File: src/rtl/add_4bit_serial_pkg.sv
// Shared types and constants for the bit-serial 4-bit adder.
package add4_pkg;

   localparam int WIDTH_DEF = 4;

   typedef enum logic [1:0] {
      IDLE = 2'd0,
      ADD  = 2'd1,
      DONE = 2'd2
   } add4_state_t;

   localparam logic [3:0] SAT_POS = 4'b0111;
   localparam logic [3:0] SAT_NEG = 4'b1000;

   // Clamp a wrapped result; the sign of the overflow follows the addend MSB.
   function automatic logic [3:0] sat_sum(input logic [3:0] raw, input logic ovf, input logic a_msb);
      logic [3:0] res;
      res = raw;
      if (ovf) begin
         res = a_msb ? SAT_NEG : SAT_POS;
      end else begin
         res = raw;
      end
      return res;
   endfunction

endpackage

File: src/rtl/add_4bit_serial_fa_cell.sv
// 1-bit full adder cell, shared by the serial add and subtract datapaths.
module fa_cell (
   input  logic a,
   input  logic b,
   input  logic ci,
   output logic s,
   output logic co
);

   assign s  = a ^ b ^ ci;
   assign co = (a & b) | (ci & (a ^ b));

endmodule

File: src/rtl/add_4bit_serial.sv
// Bit-serial two's-complement adder, LSB first, one full-adder cell.
// Optional saturation on signed overflow: define ADD4_SERIAL_SAT_EN.
module add_4bit_serial
   import add4_pkg::*;
#(
   parameter int WIDTH = WIDTH_DEF
) (
   input  logic             clk,
   input  logic             rst,
   input  logic             in_valid,
   output logic             in_ready,
   input  logic [WIDTH-1:0] a,
   input  logic [WIDTH-1:0] b,
   input  logic             cin,
   output logic             out_valid,
   input  logic             out_ready,
   output logic [WIDTH-1:0] sum,
   output logic             carry_out,
   output logic             overflow
);

   localparam int              CNT_W = $clog2(WIDTH);
   localparam logic [CNT_W-1:0] LAST  = CNT_W'(WIDTH - 1);

   add4_state_t      state;
   add4_state_t      state_nxt;
   logic [WIDTH-1:0] a_sh;
   logic [WIDTH-1:0] b_sh;
   logic [WIDTH-1:0] sum_sh;
   logic [CNT_W-1:0] cnt;
   logic             carry;
   logic             carry_out_q;
   logic             overflow_q;
   logic             fa_s;
   logic             fa_co;
   logic             accept;
   logic             last_bit;
   logic             carry_into_msb;
   logic             ovf_fin;
   logic [WIDTH-1:0] sum_fin;
   logic [WIDTH-1:0] sum_done;

   fa_cell u_fa (
      .a  (a_sh[0]),
      .b  (b_sh[0]),
      .ci (carry),
      .s  (fa_s),
      .co (fa_co)
   );

   always_ff @(posedge clk) begin
      if (rst) begin
         state <= IDLE;
      end else begin
         state <= state_nxt;
      end
   end

   always_comb begin
      state_nxt = state;
      accept    = 1'b0;
      last_bit  = 1'b0;
      case (state)
         IDLE: begin
            if (in_valid) begin
               state_nxt = ADD;
               accept    = 1'b1;
            end else begin
               state_nxt = IDLE;
            end
         end
         ADD: begin
            if (cnt == LAST) begin
               state_nxt = DONE;
               last_bit  = 1'b1;
            end else begin
               state_nxt = ADD;
            end
         end
         DONE: begin
            if (out_ready) begin
               state_nxt = IDLE;
            end else begin
               state_nxt = DONE;
            end
         end
         default: begin
            state_nxt = IDLE;
         end
      endcase
   end

   // In the last cycle the carry register still holds the carry into the MSB.
   assign carry_into_msb = carry;
   assign ovf_fin        = carry_into_msb ^ fa_co;
   assign sum_fin        = {fa_s, sum_sh[WIDTH-1:1]};

`ifdef ADD4_SERIAL_SAT_EN
   assign sum_done = sat_sum(sum_fin, ovf_fin, a_sh[0]);
`else
   assign sum_done = sum_fin;
`endif

   always_ff @(posedge clk) begin
      if (rst) begin
         a_sh        <= '0;
         b_sh        <= '0;
         sum_sh      <= '0;
         cnt         <= '0;
         carry       <= 1'b0;
         carry_out_q <= 1'b0;
         overflow_q  <= 1'b0;
      end else if (accept) begin
         a_sh   <= a;
         b_sh   <= b;
         carry  <= cin;
         cnt    <= '0;
         sum_sh <= '0;
      end else if (state == ADD) begin
         a_sh  <= a_sh >> 1;
         b_sh  <= b_sh >> 1;
         carry <= fa_co;
         cnt   <= cnt + CNT_W'(1);
         if (last_bit) begin
            sum_sh      <= sum_done;
            carry_out_q <= fa_co;
            overflow_q  <= ovf_fin;
         end else begin
            sum_sh <= sum_fin;
         end
      end
   end

   assign in_ready  = (state == IDLE);
   assign out_valid = (state == DONE);
   assign sum       = sum_sh;
   assign carry_out = carry_out_q;
   assign overflow  = overflow_q;

endmodule

File: config.mk
export PLATFORM = sky130hd
export DESIGN_NAME = add_4bit_serial
export DESIGN_NICKNAME = d
export VERILOG_FILES = /design/src/rtl/add_4bit_serial_pkg.sv /design/src/rtl/add_4bit_serial_fa_cell.sv /design/src/rtl/add_4bit_serial.sv
export SDC_FILE = /design/constraint.sdc
export NUM_CORES = 1
export LEC_CHECK = 0
export CAP_MARGIN = 5
export CORE_UTILIZATION = 47
export DETAILED_ROUTE_END_ITERATION = 16
export PLACE_DENSITY = 0.82
export SETUP_SLACK_MARGIN = 0.5
export SLEW_MARGIN = 20
export SYNTH_ARGS = -nofsm -noshare
export SYNTH_HDL_FRONTEND = slang
export SYNTH_SLANG_ARGS = --single-unit
File: constraint.sdc
create_clock -name clk -period 1.5 [get_ports clk]
set_input_delay 0.3 -clock clk [delete_from_list [all_inputs] [get_ports clk]]
set_output_delay 0.3 -clock clk [all_outputs]
set_load 0.02 [all_outputs]
==> flow_summary.yaml <==
final_layout:
  antenna_cells: 0
  drive_above_1_share_pct: 52.1
  syn_to_final_growth_pct: 65.0
  n_fill_cell: 115
  fin_area_um2: 1430
  final_core_util_pct: 82.6
  layout.nets: 158
grt:
  met3_usage_pct: 4.80
  grt_max_degree: 12
  grt-ovfl-total: 0
  grt_pass1_wl_um: 3710
  antenna_found_initial: 0
  gr-usage-met1_pct: 30.8
  met2_usage_pct: 44.1
  grt_usage_pct: 26.0
  grt_pass1_vias: 880
  busiest_layer: "met2"
worst_setup_path:
  timing.critical_path.max_delay_family: "simple AND/OR/NAND/NOR gates"
  rr_worst_depth: 4
  path_depth: 4
  crit_end: "a_sh[1]$_SDFFE_PP0P_"
  cp-start-kind: "flop"
  path_cells: "buf_4 -> or3b_4 -> buf_6 -> a311oi_2"
  worstSetupPathType: "flop to flop"
  r2r_end: "a_sh[1]$_SDFFE_PP0P_"
  startpoint: "state[1]$_SDFF_PP0_"
  worstPathBufferInverterCount: 2
  slowest_stage: "or3b_4"
  end_kind: "flop"
  r2r_start: "state[1]$_SDFF_PP0_"
  crit_required_ps: 1720
  path_max_fanout: 5
  regToRegSetupSlack_ps: 180
  critical_path_arrival_ps: 1540
  max_stage_delay_ps: 400
timing:
  slew_viol_final: 0
  fin_crit_sh_pct: 87.9
  tightest_slew_ps: 340
  period_needed_ps: 1320
  skew_ps: 6.45
  relSlewSlack_pct: 77.3
  rsz0062_at_grt: "true"
  fin_hold_ws_ps: 475
  hold_viol: 0
  fmax_ghz: 0.759
  setup_viol: 0
logic_synthesis:
  yosysMostFrequentCell: "dfxtp_1"
  synth-main-ff-cell: "dfxtp_1"
  synth_top_area_share_pct: 44.0
  ys_top_cells_by_count: "dfxtp_1, nand2_1, a21oi_1"
  synthesis.nets: 116
  synthArstFlopShare_pct: 0
  yosys_register_bits: 19
  seq_area_frac_synth_pct: 44.0
  synth_edf_count: 0
  syn_inst: 101
  synth.distinct_cells: 25
  syn_area_per_cell_um2: 8.56
  ys_warn_count: 0
  netlist_area_um2: 865
  synth_top_cell_by_area: "dfxtp_1"
  synth_area_leaders: "dfxtp_1, a21oi_1, nand2_1"
clocking:
  clockBufferDepth: 2
  cts-root-buf: "clkbuf_4"
  cts_tree: "yes"
  clkTransAtPathRegs_ps: 120
  clock_sinks: 19
  h-tree-depth: 1
  worstSkewPairLatency_ps: 310
  cts_buffers: 3
  hold_buffers: 0
outcome:
  status: "finished, final reports clean"
drt:
  drc: 0
  vias_per_cell: 5.41
  wl_um: 2440
  drtIter0Drc: 13
  ant_nets: 0
  first_pass_iters: 4
  vias: 903
  routedWlPerCell_um: 14.6
floorplanning:
  die_area_um2: 2020
  io_pins: 21
  die_w_um: 44.9
  core-area_um2: 1730
  rows: 15
  start_util_pct: 50.1
  die_y_um: 44.9
place:
  place_area_um2: 1200
  io_buffers: 20
  dp_hpwl_um: 1490
  globalplace.congestion: 0.732
power:
  p_leak_nw: 0.567
  max-vdd-ir-drop_uv: 601
  p_per_area_nw_per_um2: 781
job:
  maxCapViolations: 0
worst_hold_path:
  hold_path.class: "flop to flop"
report_power, final:
group	switching [mW]	leakage, nW	total, mW	internal [mW]
logic	0.128	0.389	0.284	0.156
clock network	0.172	0.0177	0.271	0.0996
registers	0.0254	0.160	0.560	0.534
total	0.324	0.567	1.11	0.790
tightest hold or removal path, delay by kind of cell, from the launching register on:
family | cells | cell delay (ps)
AO/OA/AOI/OAI | 1 | 50
flip-flops | 1 | 330
AND/OR/NAND/NOR | 1 | 50
stage by stage:
stage / setup TNS [ps] / total power [mW] / worst slack, ps / cells
3_5_place_dp: -1830 / 0.782 / -159 / 151
3_3_place_gp: -1360 / 0.773 / -116 / 151
6_report: 0 / 1.11 / 182 / 167
5_1_grt: 0 / 1.16 / 138 / 167
4_1_cts: 0 / 1.09 / 195 / 162
2_1_floorplan: 0 / 0.700 / 380 / 101
flip-flops by register name, summed over array words and instances (netlist names):
| register | cells |
|---|---|
| carry_out | 1 |
| overflow | 1 |
| b_sh | 4 |
| state | 2 |
| carry | 1 |
| a_sh | 4 |
| sum | 4 |
| cnt | 2 |
final cells by class:
class                      count  area (µm²)  share of cell area, %
timing repair buffer          43         417                   29.2
clock inverter                 1        5.00                  0.351
sequential                    19         395                   27.7
clock buffer                   3        22.5                   1.58
multi-input combinational     76         556                   38.9
tap                           25        31.3                   2.19
cell families (layout without fill, tap and decap cells):
| group | count (synthesis) | count (layout) | synth area share [%] |
|---|---|---|---|
| adders and majority gates | 2 | 2 | 3.76 |
| muxes | 1 | 1 | 1.16 |
| DFF | 19 | 19 | 44.0 |
| buffers and inverters | 6 | 47 | 3.91 |
| AOI/OAI and AO/OA | 20 | 20 | 14.8 |
| and+or+nand+nor | 51 | 51 | 30.4 |
| xor gates and xnor gates | 2 | 2 | 2.03 |
how the worst min path moves through the flow:
| stage | start | end | cells past startpoint |
|---|---|---|---|
| 2_1_floorplan | rst | a_sh[1]$_SDFFE_PP0P_ | 1 |
| 3_3_place_gp | overflow$_SDFFE_PP0P_ | overflow$_SDFFE_PP0P_ | 2 |
| 3_5_place_dp | b_sh[2]$_SDFFE_PP0P_ | b_sh[1]$_SDFFE_PP0P_ | 2 |
| 4_1_cts | b_sh[2]$_SDFFE_PP0P_ | b_sh[1]$_SDFFE_PP0P_ | 2 |
| 5_1_grt | b_sh[2]$_SDFFE_PP0P_ | b_sh[1]$_SDFFE_PP0P_ | 2 |
| 6_report | b_sh[2]$_SDFFE_PP0P_ | b_sh[1]$_SDFFE_PP0P_ | 2 |
cell usage in the layout (no fill, tap or decap), types with 2 or more instances in the layout:
cell type	count
a21oi_1	6
a21oi_2	9
buf_4	19
buf_6	10
clkbuf_4	3
clkdlybuf4s50_1	11
dfxtp_1	9
dfxtp_2	9
nand2_1	17
nand2b_1	6
nand3_2	2
nor2_1	4
nor2_2	4
nor2_4	3
nor2b_2	2
nor3_1	3
or3b_1	4
routing by layer:
metal	vias up	wire length, µm
li1	423	-
met1	456	1060
met2	20	1280
met3	4	74
met4	0	27
met5	-	0
repair_timing:
item	4_1_cts	5_1_grt
pin swaps	2	4
setup buffers	6	5
cloned	1	0
endpoints found under the setup margin	27	27
resized for setup	66	11
Note: power is estimated with default switching activity, not from simulation.
